File: src/rtl/pc_sequencer.sv
// Word-addressed PC controller sharing one 30-bit A+B+Cin adder between increment and branch target.
// Optional PC_SEQ_WRAP_TRAP_EN: increment past the top word reloads RESET_PC and pulses TRAP.
module pc_sequencer #(
   parameter logic [29:0] RESET_PC = 30'h0000_0000
) (
   input  logic        clk,
   input  logic        reset,
   input  logic        STALL,
   input  logic        JUMP,
   input  logic [25:0] JUMP_TARGET,
   input  logic        BRANCH,
   input  logic [29:0] BR_OFFSET,
   output logic [29:0] PC,
   output logic        PC_VALID,
   output logic        BUSY
`ifdef PC_SEQ_WRAP_TRAP_EN
   ,output logic       TRAP
`endif
);

   typedef enum logic [1:0] {S_RST, S_RUN, S_BCALC} state_t;

   state_t      state_q, state_d;
   logic [29:0] pc_q, pc_d;
   logic [29:0] base_q, base_d;
   logic [29:0] off_q, off_d;
   logic [29:0] add_a, add_b, add_sum;
   logic        add_cin;
   logic        trap_d;
`ifdef PC_SEQ_WRAP_TRAP_EN
   logic        trap_q;
`endif

   // Single shared adder; carry-out is dropped so all arithmetic wraps modulo 2^30.
   assign add_sum = add_a + add_b + {29'd0, add_cin};

   always_comb begin
      add_a   = pc_q;
      add_b   = '0;
      add_cin = 1'b1;
      state_d = state_q;
      pc_d    = pc_q;
      base_d  = base_q;
      off_d   = off_q;
      trap_d  = 1'b0;
      if (state_q == S_BCALC) begin
         add_a   = base_q;
         add_b   = off_q;
         add_cin = 1'b0;
      end
      case (state_q)
         S_RST: state_d = S_RUN;
         S_RUN: begin
            if (STALL) begin
               pc_d = pc_q;
            end else if (JUMP) begin
               pc_d = {add_sum[29:26], JUMP_TARGET};
            end else if (BRANCH) begin
               base_d  = add_sum;
               off_d   = BR_OFFSET;
               state_d = S_BCALC;
            end else begin
`ifdef PC_SEQ_WRAP_TRAP_EN
               if (pc_q == '1) begin
                  pc_d   = RESET_PC;
                  trap_d = 1'b1;
               end else begin
                  pc_d = add_sum;
               end
`else
               pc_d = add_sum;
`endif
            end
         end
         S_BCALC: begin
            pc_d    = add_sum;
            state_d = S_RUN;
         end
         default: state_d = S_RST;
      endcase
   end

   always_ff @(posedge clk or posedge reset) begin
      if (reset) begin
         state_q <= S_RST;
         pc_q    <= RESET_PC;
         base_q  <= '0;
         off_q   <= '0;
      end else begin
         state_q <= state_d;
         pc_q    <= pc_d;
         base_q  <= base_d;
         off_q   <= off_d;
      end
   end

`ifdef PC_SEQ_WRAP_TRAP_EN
   always_ff @(posedge clk or posedge reset) begin
      if (reset) trap_q <= 1'b0;
      else       trap_q <= trap_d;
   end
   assign TRAP = trap_q;
`else
   logic unused_trap;
   assign unused_trap = trap_d;
`endif

   assign PC       = pc_q;
   assign PC_VALID = (state_q == S_RUN);
   assign BUSY     = (state_q == S_BCALC);

endmodule

File: config.mk
export PLATFORM = sky130hd
export DESIGN_NAME = pc_sequencer
export DESIGN_NICKNAME = d
export VERILOG_FILES = /design/src/rtl/pc_sequencer.sv
export SDC_FILE = /design/constraint.sdc
export NUM_CORES = 1
export LEC_CHECK = 0
export BUFFER_PORTS_ARGS = -buffer_cell sky130_fd_sc_hd__buf_2
export CORE_MARGIN = 2
export CORE_UTILIZATION = 35
export DETAILED_ROUTE_END_ITERATION = 10
export PLACE_DENSITY = 0.54
export SYNTH_ARGS = -nofsm -noshare
export SYNTH_HDL_FRONTEND = slang
export SYNTH_SLANG_ARGS = --single-unit
File: constraint.sdc
create_clock -name clk -period 5.1 [get_ports clk]
set_clock_uncertainty 0.1 [all_clocks]
set_input_delay 1.53 -clock clk [delete_from_list [all_inputs] [get_ports clk]]
set_output_delay 1.53 -clock clk [all_outputs]
set_load 0.05 [all_outputs]
After elaboration in Yosys (flattened, before gate mapping)
Index checks and enable logic that the tools add are counted.
{"block": "totals", "wordCells": 31, "output_inout_bits": 32, "ff_bits": 92, "inputBits": 61}
{"block": "classes", "n_reduce_logical": 6, "n_eq_ne": 6, "mux": 11, "bitwise": 2, "n_addsub": 2}
{"cell": "2-to-1 mux 30 bit", "n": 5}
{"cell": "case mux 30 bit (2 select lines)", "n": 1}
{"cell": "adder 30 x 1 -> 30 bit", "n": 1}
{"cell": "adder 30 bit", "n": 1}
{"cell": "2-to-1 mux 2 bit", "n": 3}
{"cell": "!= test 2 bit, second input constant", "n": 3}
{"cell": "AND reduction 3 bit", "n": 2}
{"cell": "case mux 2 bit (2 select lines)", "n": 1}
{"cell": "AND reduction 4 bit", "n": 1}
{"cell": "!= test 3 bit, second input constant", "n": 1}
{"cell": "equality test 2 x 1 -> 1 bit, second input constant", "n": 1}
{"cell": "equality test 2 bit, second input constant", "n": 1}
{"cell": "logical NOT 2 bit", "n": 1}
{"cell": "inverter 1 bit", "n": 2}
{"cell": "nonzero test 2 bit", "n": 1}
{"cell": "OR reduction 2 bit", "n": 1}
{"cell": "2-to-1 mux 1 bit", "n": 1}

Logic depth before layout (Yosys ltp)
Gate-level depths: netlist (run 1).
{"block": "depth", "depth_word": 8, "ltp_mapped": 16, "depth_no_buf": 15}

Least setup slack after synthesis (run 1)
OpenSTA, ideal clock, no wires.
{"block": "synth_path", "path_type": "register to register", "from": "register state_q[1]", "to": "register pc_q[26] (netlist: PC[26])", "t_required_ps": 4875, "stages_incl_launch_ff": 17, "path_slack_ps": 1307, "synth_period_minus_slack_ps": 3793, "path_buffers": 2, "arrival_time_ps": 3569, "setup_ps": 125, "cell_sequence": "dfrtp_1 > nand2b_4 > clkbuf_1 > buf_1 > nand2_1 > nand2_1 > ha_1 > a21o_1 > fa_1 > a21o_1 > a221o_1 > a221oi_4 > o21a_2 > o22ai_1 > a21oi_2 > xnor2_1 > mux2_2"}
{"block": "synth_via", "elab_chain_len": 8, "word_cells_on_any_way": 15, "cone_classes": "add/sub (2); eq/ne (4); mux (7); reduce/logical (2)"}
{"item": "from (decl)", "line_no": "23", "text": "state_t state_q, state_d;"}
{"item": "from (signal assigned)", "line_no": "90", "text": "state_q <= state_d;"}
{"item": "equality test 2 bit", "line_no": "46, 51"}
{"item": "2-to-1 mux 30 bit", "line_no": "46", "text": "if (state_q == S_BCALC) begin"}
{"item": "adder 30 bit", "line_no": "35", "text": "assign add_sum = add_a + add_b + {29'd0, add_cin};"}
{"item": "adder 30 x 1 -> 30 bit", "line_no": "35"}
{"item": "2-to-1 mux 30 bit", "line_no": "58", "text": "end else if (BRANCH) begin"}
{"item": "2-to-1 mux 30 bit", "line_no": "56", "text": "end else if (JUMP) begin"}
{"item": "2-to-1 mux 30 bit", "line_no": "54", "text": "if (STALL) begin"}
{"item": "case mux 30 bit (2 select lines)", "line_no": "51", "text": "case (state_q)"}
{"item": "to (signal assigned)", "line_no": "91", "text": "pc_q <= pc_d;"}
{"item": "to (decl)", "line_no": "24", "text": "logic [29:0] pc_q, pc_d;"}
Parallel ways exist; a longest one is shown, timed or not. The select of a mux whose other input is x is not followed.
A chain may end at the register's enable or synchronous reset.

Worst setup path in the final report (run 1)
Ends and elaborated chain as after synthesis.

==> impl_metrics.csv, run 1 <==
group,metric,value,unit
timing,layout_min_cycle_time,4.12,ns
synth,edff_count_synth,0,
clocking,tritoncts_clock_tree,"yes",
timing,timing.fmax,243,MHz
drt,drc,0,
worst_setup_path,path_max_fanout,20,
clocking,cts_inserted_buffers,9,
worst_setup_path,most_prevalent_standard_cell_on_the_critical_path,"sky130_fd_sc_hd__a21o_1",
synth,synthesized_flop_and_latch_total,92,
layout,antenna_cells_inserted,0,
clocking,post_cts_buffers,0,
timing,tightest_slew,1.01,ns
timing,grt_setup_unrepaired,"no",
grt,pin_count_of_the_biggest_net_entering_global_routing,56,
flow_run,drv.max_cap_violation_count,0,
drt,wire_per_inst,15.9,um
timing,setup_violations,0,
floorplan,dieWidth,135,um
clocking,cts_sinks,92,
floorplan,dieArea,0.0182,mm2
drt,routed_via_density,5.11,
clocking,worst_skew_pair.late_latency,0.35,ns
pwr,leakagePower,0.00355,uW
clocking,clockRootBuffer,"sky130_fd_sc_hd__clkbuf_16",
outcome,run_status,"complete, no violations",
pwr,power-per-cell-area,412,mW/mm2
clocking,cts_hold_buf,0,
drt,firstDrtPassIters,5,
grt,grtUsageTotal,19.2,%
clocking,cts.repair.resized,0,
clocking,clkTransAtPathRegs,0.07,ns
grt,grt-ovfl-total,0,
worst_setup_path,timing.critical_path.buf_inv,1,
synth,post_synth_instance_area,0.00598,mm2
placement,global_placer_s_final_weighted_congestion,0.819,
drt,antenna_violating_nets_post_route,0,
timing,slew_violations,0,
clocking,clock_tree.htree_level_count,3,
floorplan,num_rows,47,
clocking,cts_max_path_buffers,2,
floorplan,core,0.0166,mm2
layout,finish.net_count,906,
synth,synth_fp_nets,833,
grt,via_count_of_the_first_global_routing_pass,5183,
pwr,peakVddDrop,0.192,mV
floorplan,die_height,135,um
synth,ys.flop_type,"sky130_fd_sc_hd__dfrtp_1",
synth,synth.distinct_cells,72,
synth,synth_area_per_cell,8.07,um2
worst_setup_path,timing.critical_path.cells,"nand2b_4, clkinv_2, and2_1, ha_1, a21o_1, fa_1, a21o_1, a221o_1, a221oi_4, o21a_2, o22ai_1, a21oi_2, xnor2_1, mux2_2",
layout,postLayoutCoreUtil,41.8,%
hold_path,min-delay-path-class,"reg -> reg",
worst_setup_path,startpoint_type,"flip-flop",
worst_setup_path,cpMaxStageDelayCell,"sky130_fd_sc_hd__dfrtp_1",
drt,dr_total_vias,5311,
worst_setup_path,critical-path-top-delay-family,"compound AO/OA/AOI/OAI gates",
layout,syn_to_final_growth,16.1,%
timing,finalHoldViolCount,0,
grt,grt_antenna_before_repair,0,
synth,synth-seq-area-share,38.5,%
timing,finalCritPeriodShare,80.8,%
placement,io_buffers,92,
floorplan,floorplan.io_pins,93,
synth,synth_cells,742,
synth,share_of_async_settable_or_async_resettable_flops_after_synthesis,100,%
grt,grt_pass1_wl,27300,um
worst_setup_path,critPathKind,"reg -> reg",
worst_setup_path,cp.arrival,4.26,ns
timing,slew_headroom,32.5,%
timing,totalNegativeSetupSlack,0,ns
worst_setup_path,worst_ep_required_time,5.24,ns
drt,initialDrtViolationCount,301,
floorplan,initial_core_util,36.0,%
layout,layout-drive-gt1-share,20.4,%
worst_setup_path,crit_path_max_incr_delay,0.42,ns
drt,drt-total-wl,16500,um
synth,synth.yosys.warnings,0,
placement,dp_hpwl,11900,um
worst_setup_path,worst_setup_path_end_kind,"flip-flop",
Yosys cell counts, types with 3 or more instances:
library cell | count | area share (%)
sky130_fd_sc_hd__o21ai_1 | 3 | 0.25
sky130_fd_sc_hd__nor2_1 | 34 | 2.1
sky130_fd_sc_hd__a21o_2 | 4 | 0.59
sky130_fd_sc_hd__mux2_2 | 16 | 3.0
sky130_fd_sc_hd__nor2b_1 | 4 | 0.42
sky130_fd_sc_hd__o31ai_1 | 3 | 0.38
sky130_fd_sc_hd__mux2i_1 | 3 | 0.50
sky130_fd_sc_hd__a21oi_1 | 45 | 3.8
sky130_fd_sc_hd__clkbuf_1 | 31 | 1.9
sky130_fd_sc_hd__xnor2_1 | 15 | 2.2
sky130_fd_sc_hd__xor2_1 | 10 | 1.5
sky130_fd_sc_hd__a31oi_1 | 13 | 1.4
sky130_fd_sc_hd__inv_1 | 8 | 0.50
sky130_fd_sc_hd__and3_1 | 7 | 0.73
sky130_fd_sc_hd__nor3_1 | 5 | 0.42
sky130_fd_sc_hd__nand2_1 | 245 | 15
sky130_fd_sc_hd__o21ai_0 | 31 | 2.6
sky130_fd_sc_hd__ha_1 | 29 | 6.1
sky130_fd_sc_hd__buf_1 | 7 | 0.44
sky130_fd_sc_hd__o21bai_1 | 6 | 0.75
sky130_fd_sc_hd__a21o_1 | 16 | 2.0
sky130_fd_sc_hd__nand2b_1 | 7 | 0.73
sky130_fd_sc_hd__dfrtp_1 | 92 | 38
sky130_fd_sc_hd__and2_1 | 35 | 3.7
sky130_fd_sc_hd__o21a_1 | 4 | 0.50
sky130_fd_sc_hd__a31o_2 | 3 | 0.44
sky130_fd_sc_hd__nand3_1 | 11 | 0.92
through the flow:
stage | hold slack, ns | setup WS [ns] | cell area, um2 | std cells | power [uW]
floorplan | 0.337 | 1.08 | 5980 | 742 | 1910
global placement | 0.353 | 1.09 | 6660 | 1024 | 2200
detailed placement | 0.356 | 1.01 | 6660 | 1024 | 2210
CTS | 0.372 | 0.987 | 6950 | 1040 | 2890
global route | 0.394 | 0.757 | 6950 | 1040 | 3060
finish | 0.369 | 0.978 | 6950 | 1040 | 2860
worst min-delay path, stage by stage, from the launching register on:
cell and delay [ns]:
sky130_fd_sc_hd__dfrtp_1 0.33, sky130_fd_sc_hd__nand2_1 0.05, sky130_fd_sc_hd__nand2_1 0.05
layout by cell type (no fill, tap or decap), types with 3 or more instances in the layout:
| master | synthesis | layout |
|---|---|---|
| sky130_fd_sc_hd__mux2_2 | 16 | 16 |
| sky130_fd_sc_hd__and2_1 | 35 | 35 |
| sky130_fd_sc_hd__inv_1 | 8 | 7 |
| sky130_fd_sc_hd__o31ai_1 | 3 | 3 |
| sky130_fd_sc_hd__o21a_1 | 4 | 4 |
| sky130_fd_sc_hd__nor3_1 | 5 | 5 |
| sky130_fd_sc_hd__ha_1 | 29 | 29 |
| sky130_fd_sc_hd__o21ai_0 | 31 | 31 |
| sky130_fd_sc_hd__dfrtp_1 | 92 | 92 |
| sky130_fd_sc_hd__nand2_1 | 245 | 245 |
| sky130_fd_sc_hd__nand2b_1 | 7 | 7 |
| sky130_fd_sc_hd__nor2b_1 | 4 | 4 |
| sky130_fd_sc_hd__clkbuf_8 | 0 | 3 |
| sky130_fd_sc_hd__a31oi_1 | 13 | 13 |
| sky130_fd_sc_hd__a31o_2 | 3 | 3 |
| sky130_fd_sc_hd__o21bai_1 | 6 | 6 |
| sky130_fd_sc_hd__mux2i_1 | 3 | 3 |
| sky130_fd_sc_hd__a21oi_1 | 45 | 45 |
| sky130_fd_sc_hd__xnor2_1 | 15 | 15 |
| sky130_fd_sc_hd__clkbuf_16 | 0 | 9 |
| sky130_fd_sc_hd__xor2_1 | 10 | 10 |
| sky130_fd_sc_hd__a21o_2 | 4 | 4 |
| sky130_fd_sc_hd__nand3_1 | 11 | 11 |
| sky130_fd_sc_hd__buf_4 | 0 | 11 |
| sky130_fd_sc_hd__clkinv_2 | 1 | 4 |
| sky130_fd_sc_hd__a21o_1 | 16 | 16 |
| sky130_fd_sc_hd__nor2_1 | 34 | 33 |
| sky130_fd_sc_hd__and3_1 | 7 | 7 |
| sky130_fd_sc_hd__buf_2 | 1 | 92 |
final timing paths:
path,start,end,slack [ns],cells past startpoint
worst max-delay path,state_q[1],PC[26],0.98,14
worst min-delay path,off_q[25],off_q[25],0.37,2
worst max register to register,state_q[1],PC[26],0.98,14
worst min register to register,off_q[25],off_q[25],0.37,2
max in group asynchronous,reset,off_q[19],2.92,3
min in group asynchronous,reset,state_q[0],1.19,2
state kept, by name, summed over array words and instances, names as in the netlist:
| register | cells |
|---|---|
| off_q | 30 |
| state_q | 2 |
| base_q | 30 |
| PC | 30 |
report_power, final:
group / total (uW) / switching, uW / leakage (uW) / internal, uW
clock network: 668 / 300 / 0.000144 / 368
registers: 1080 / 138 / 0.00110 / 941
logic: 1110 / 730 / 0.00230 / 384
total: 2860 / 1170 / 0.00355 / 1690
layer usage:
metal | track usage [%] | vias up | share of wire [%]
met3 | 3.64 | 10 | 4.9
met5 | 0 | - | 0
met2 | 30.8 | 111 | 46
met1 | 27.0 | 2527 | 48
li1 | - | 2663 | -
met4 | 4.27 | 0 | 0.95
cells by family (layout without fill, tap and decap cells):
group	count (synthesis)	count (layout)	share of synthesized area (%)
muxes	19	19	3.51
DFF	92	92	38.5
and+or+nand+nor	369	369	27.4
xor gates and xnor gates	25	25	3.66
adders and majority gates	30	30	6.40
buffers and inverters	51	129	3.28
AOI/OAI and AO/OA	156	156	17.3
layout make-up:
| type | instances | area, um2 |
|---|---|---|
| fillers | 1733 | 9690 |
| flip-flops and latches | 92 | 2300 |
| multi-input cells | 599 | 3500 |
| clock buffers | 12 | 267 |
| clock inverters | 4 | 22.5 |
| well taps | 220 | 275 |
| inverters | 10 | 41.3 |
| repair buffers | 103 | 543 |
Note: power is estimated with default switching activity, not from simulation.
==> inputs of run 2 (changes only) <==
- clock period: 5.1 -> 4 ns (I/O delays scaled with it)
==> impl_metrics.csv, run 2 (synthesized netlist as in run 1, its figures left out) <==
group,metric,value,unit
outcome,run_status,"complete, no violations",
floorplan,floorplan.io_pins,93,
clocking,worst_skew_pair.late_latency,0.35,ns
timing,finalHoldViolCount,0,
drt,drt-total-wl,16400,um
hold_path,min_delay_path_depth,2,
layout,layout_commonest_cell,"sky130_fd_sc_hd__nand2_1",
floorplan,core,0.0166,mm2
layout,postLayoutCoreUtil,42.2,%
placement,placed_cells_incl_taps,1028,
worst_setup_path,most_prevalent_standard_cell_on_the_critical_path,"sky130_fd_sc_hd__a21o_1",
timing,slew_violations,0,
floorplan,num_rows,47,
timing,grt_setup_unrepaired,"no",
clocking,cts_inserted_buffers,9,
worst_setup_path,timing.critical_path.cells,"nand2b_4, clkinv_2, and2_1, ha_1, a21o_1, fa_1, a21o_1, a221o_1, a221oi_4, o21a_2, o22ai_1, a21oi_2, xnor2_1, mux2_2",
worst_setup_path,path_max_fanout,5,
timing,timing.fmax,273,MHz
drt,initialDrtViolationCount,247,
drt,routed_via_density,5.02,
pwr,peakVddDrop,0.285,mV
clocking,clockRootBuffer,"sky130_fd_sc_hd__clkbuf_16",
worst_setup_path,worstRegToRegCells,14,
layout,layout-drive-gt1-share,20.6,%
layout,antenna_cells_inserted,0,
grt,grtUsageTotal,18.9,%
drt,antenna_violating_nets_post_route,0,
hold_path,min-delay-path-class,"reg -> reg",
grt,use_met3,3.30,%
flow_run,drv.max_cap_violation_count,0,
grt,grt_antenna_before_repair,0,
grt,grt_use_met2,30.7,%
pwr,power-per-cell-area,525,mW/mm2
placement,io_buffers,92,
clocking,clkTransAtPathRegs,0.07,ns
layout,finish.net_count,910,
clocking,cts_max_path_buffers,2,
timing,setup_violations,0,
floorplan,die_height,135,um
grt,grt_pass1_wl,27200,um
timing,layout_min_cycle_time,3.66,ns
worst_setup_path,worst_setup_path_end_kind,"flip-flop",
pwr,leakagePower,0.00358,uW
drt,dr_total_vias,5241,
worst_setup_path,crit_path_max_incr_delay,0.42,ns
worst_setup_path,cp.arrival,3.80,ns
layout,layout.filler_cells,1732,
worst_setup_path,startpoint_type,"flip-flop",
drt,drc,0,
clocking,cts.repair.resized,0,
clocking,post_cts_buffers,0,
drt,wire_per_inst,15.7,um
grt,pin_count_of_the_biggest_net_entering_global_routing,48,
worst_setup_path,critPathKind,"reg -> reg",
layout,syn_to_final_growth,17.3,%
worst_setup_path,worst_ep_required_time,4.14,ns
drt,firstDrtPassIters,5,
clocking,clock_tree.htree_level_count,3,
floorplan,dieWidth,135,um
clocking,cts_sinks,92,
placement,global_placer_s_final_weighted_congestion,0.855,
clocking,cts_hold_buf,0,
grt,busiest_layer,"met2",
layout,ff_latch_area,0.00230,mm2
timing,finalCritPeriodShare,91.5,%
timing,tightest_slew,0.935,ns
placement,dp_hpwl,12000,um
timing,slew_headroom,37.5,%
grt,grt_util_met1,26.2,%
grt,via_count_of_the_first_global_routing_pass,5290,
floorplan,dieArea,0.0182,mm2
floorplan,initial_core_util,36.0,%
layout,mostFrequentLayoutCells,"245 x sky130_fd_sc_hd__nand2_1, 92 x sky130_fd_sc_hd__dfrtp_1, 92 x sky130_fd_sc_hd__buf_2",
layout,total_area_of_multi_input_combinational_cells,0.00350,mm2
layout,finalNonFillerCells,1044,
clocking,tritoncts_clock_tree,"yes",
grt,grt-ovfl-total,0,
worst_setup_path,cpMaxStageDelayCell,"sky130_fd_sc_hd__dfrtp_1",
timing,totalNegativeSetupSlack,0,ns
==> run 2: worst paths after layout <==
| check | endpoint | start | slack (ns) |
|---|---|---|---|
| max in group asynchronous | base_q[12] | reset | 2.28 |
| max reg2reg | base_q[26] | state_q[1] | 0.34 |
| min | off_q[28] | off_q[28] | 0.37 |
| max | base_q[26] | state_q[1] | 0.34 |
| min in group asynchronous | off_q[29] | reset | 0.82 |
| min reg2reg | off_q[28] | off_q[28] | 0.37 |
==> run 2: final cells by class <==
cell class / instances / share of cell area (%)
clock buffer: 12 / 3.65
sequential: 92 / 32.8
clock inverter: 4 / 0.677
timing repair buffer: 107 / 8.52
tap: 220 / 3.92
inverter: 10 / 0.588
multi-input combinational: 599 / 49.8
==> run 2: metrics by stage <==
stage | setup slack (ns) | hold slack (ns) | instance area (um2) | total power [uW]
6_report | 0.342 | 0.366 | 7020 | 3690
5_1_grt | 0.154 | 0.391 | 7020 | 3950
4_1_cts | 0.358 | 0.372 | 7020 | 3730
3_5_place_dp | 0.376 | 0.355 | 6720 | 2830
3_3_place_gp | 0.410 | 0.353 | 6720 | 2820
2_1_floorplan | 0.207 | 0.337 | 5980 | 2440
==> run 2: critical path: cells and delay by family, from the launching register on <==
kind	cells	cell delay, ns
simple gates	2	0.27
xor+xnor	1	0.09
flops	1	0.42
mux	1	0.26
fa+ha+maj	2	0.71
compound gates	7	1.63
buf+inv	1	0.07
==> run 2: power breakdown <==
group,switching [uW],internal (uW)
clock,372,517
sequential,174,1200
combinational,928,497
==> run 2: metal layers <==
layer	routed length, um	part of all wire [%]
met3	656	4.0
met4	195	1.2
met1	8080	49
met2	7450	45
met5	0	0
==> inputs of run 3 (changes only) <==
- PLACE_DENSITY: 0.54 -> default
- PLACE_DENSITY_LB_ADDON: default -> 0.3
==> impl_metrics.csv, run 3 (synthesized netlist as in run 1, its figures left out) <==
group,metric,value,unit
timing,slew_headroom,31.7,%
worst_setup_path,timing.critical_path.buf_inv,1,
timing,finalCritPeriodShare,91.7,%
placement,io_buffers,92,
hold_path,min-delay-path-class,"reg -> reg",
placement,dp_hpwl,11700,um
layout,finish.net_count,907,
worst_setup_path,critical-path-top-delay-family,"compound AO/OA/AOI/OAI gates",
worst_setup_path,path_max_fanout,4,
worst_setup_path,worstReg2RegStart,"state_q[1]",
floorplan,initial_core_util,36.0,%
outcome,run_status,"complete, no violations",
worst_setup_path,termination_of_the_worst_setup_path,"base_q[26]",
worst_setup_path,most_prevalent_standard_cell_on_the_critical_path,"sky130_fd_sc_hd__a21o_1",
drt,drt-total-wl,16200,um
worst_setup_path,cp_num_cells,14,
clocking,cts_hold_buf,0,
clocking,clockRootBuffer,"sky130_fd_sc_hd__clkbuf_16",
worst_setup_path,worst_reg_to_reg_setup_slack,0.33,ns
worst_setup_path,critPathKind,"reg -> reg",
drt,routed_via_density,5.10,
drt,firstDrtPassIters,5,
layout,layout_commonest_cell,"sky130_fd_sc_hd__nand2_1",
pwr,comb_power_share,38.1,%
clocking,worst_skew_pair.late_latency,0.36,ns
floorplan,die_height,135,um
pwr,cell_internal_pwr,2250,uW
drt,antenna_violating_nets_post_route,0,
timing,layout_min_cycle_time,3.67,ns
grt,pin_count_of_the_biggest_net_entering_global_routing,62,
floorplan,dieWidth,135,um
timing,finalHoldViolCount,0,
worst_setup_path,cpMaxStageDelayCell,"sky130_fd_sc_hd__dfrtp_1",
floorplan,core,0.0166,mm2
flow_run,drv.max_cap_violation_count,0,
timing,timing.fmax,273,MHz
clocking,cts_inserted_buffers,9,
drt,initialDrtViolationCount,295,
worst_setup_path,worstRegToRegCells,14,
grt,grtUsageTotal,18.5,%
pwr,leakagePower,0.00357,uW
pwr,switching_power,1480,uW
placement,global_placer_s_final_weighted_congestion,0.864,
timing,slew_violations,0,
worst_setup_path,worst_ep_required_time,4.14,ns
worst_setup_path,worst_setup_path_end_kind,"flip-flop",
drt,drc,0,
timing,tightest_slew,1.02,ns
clocking,cts_max_path_buffers,2,
layout,mostFrequentLayoutCells,"245 x sky130_fd_sc_hd__nand2_1, 92 x sky130_fd_sc_hd__dfrtp_1, 92 x sky130_fd_sc_hd__buf_2",
floorplan,dieArea,0.0182,mm2
clocking,tritoncts_clock_tree,"yes",
grt,grt_antenna_before_repair,0,
pwr,power-per-cell-area,534,mW/mm2
grt,via_count_of_the_first_global_routing_pass,5147,
clocking,clock_tree.htree_level_count,3,
timing,setup_violations,0,
timing,totalNegativeSetupSlack,0,ns
grt,use_met3,3.08,%
floorplan,num_rows,47,
worst_setup_path,startpoint_type,"flip-flop",
clocking,post_cts_buffers,0,
layout,layout.filler_cells,1704,
grt,grt_use_met2,29.8,%
grt,grt_pass1_wl,26500,um
worst_setup_path,reg2reg_to,"base_q[26]",
layout,antenna_cells_inserted,0,
grt,busiest_layer,"met2",
drt,wire_per_inst,15.5,um
layout,layout-drive-gt1-share,20.2,%
timing,grt_setup_unrepaired,"no",
worst_setup_path,timing.critical_path.cells,"nand2b_4, clkinv_2, and2_1, ha_1, a21o_1, fa_1, a21o_1, a221o_1, a221oi_4, o21a_2, o22ai_1, a21oi_2, xnor2_1, mux2_2",
clocking,cts.repair.resized,0,
grt,grt-ovfl-total,0,
floorplan,floorplan.io_pins,93,
pwr,power.share.sequential,36.7,%
worst_setup_path,crit_path_max_incr_delay,0.42,ns
clocking,cts_sinks,92,
grt,grt_util_met1,25.6,%
pwr,clkPwrFrac,25.2,%
pwr,peakVddDrop,0.231,mV
pwr,p_sw_share,39.7,%
clocking,clkTransAtPathRegs,0.07,ns
layout,syn_to_final_growth,16.9,%
drt,dr_total_vias,5310,
worst_setup_path,worst_setup_path_startpoint,"state_q[1]",
timing,fin_worst_hold_slack,0.364,ns
worst_setup_path,cp.arrival,3.80,ns
==> run 3: per-stage QoR <==
| stage | instances | total power, uW | setup slack, ns | cell area, um2 | utilization, % |
|---|---|---|---|---|---|
| floorplan | 742 | 2440 | 0.207 | 5980 | - |
| global placement | 1025 | 2800 | 0.406 | 6680 | 40.1 |
| global route | 1041 | 3970 | 0.117 | 7000 | 42.0 |
| CTS | 1041 | 3760 | 0.345 | 7000 | 42.0 |
| detailed placement | 1025 | 2810 | 0.376 | 6680 | 40.1 |
| finish | 1041 | 3740 | 0.332 | 7000 | 42.0 |
==> run 3: final cells by class <==
type	instances	area [um2]	area share (%)
timing repair buffer	104	563	8.05
tap	220	275	3.93
sequential	92	2300	32.9
clock inverter	5	75.1	1.07
clock buffer	11	243	3.47
inverter	10	41.3	0.590
multi-input combinational	599	3500	50.0
==> run 3: per-layer routing <==
| layer | routed length, um | vias to the layer above |
|---|---|---|
| met2 | 7470 | 126 |
| met5 | 0 | - |
| met1 | 7830 | 2513 |
| li1 | - | 2657 |
| met3 | 688 | 14 |
| met4 | 202 | 0 |
==> run 3: worst min-delay path by stage <==
stage / from / end / slack [ns] / depth (start not counted)
2_1_floorplan: off_q[0] / off_q[0] / 0.34 / 2
3_3_place_gp: off_q[27] / off_q[27] / 0.35 / 2
3_5_place_dp: off_q[27] / off_q[27] / 0.35 / 2
6_report: off_q[27] / off_q[27] / 0.36 / 2
4_1_cts: off_q[17] / off_q[17] / 0.37 / 2
5_1_grt: off_q[17] / off_q[17] / 0.39 / 2
==> run 3: power by group through the flow <==
| stage | Sequential (uW) | Clock, uW | Combinational [uW] |
|---|---|---|---|
| 2_1_floorplan | 1640 | 0 | 799 |
| 3_3_place_gp | 1390 | 0 | 1410 |
| 3_5_place_dp | 1380 | 0 | 1420 |
| 4_1_cts | 1370 | 955 | 1430 |
| 5_1_grt | 1410 | 997 | 1570 |
| 6_report | 1370 | 943 | 1420 |
==> run 3: worst reg2reg max path, delay by kind of cell, from the launching register on <==
| family | cells | cell delay (ns) |
|---|---|---|
| DFF | 1 | 0.42 |
| AOI/OAI and AO/OA | 7 | 1.63 |
| xor gates and xnor gates | 1 | 0.08 |
| adders and majority gates | 2 | 0.72 |
| buffers and inverters | 1 | 0.07 |
| muxes | 1 | 0.27 |
| and+or+nand+nor | 2 | 0.26 |
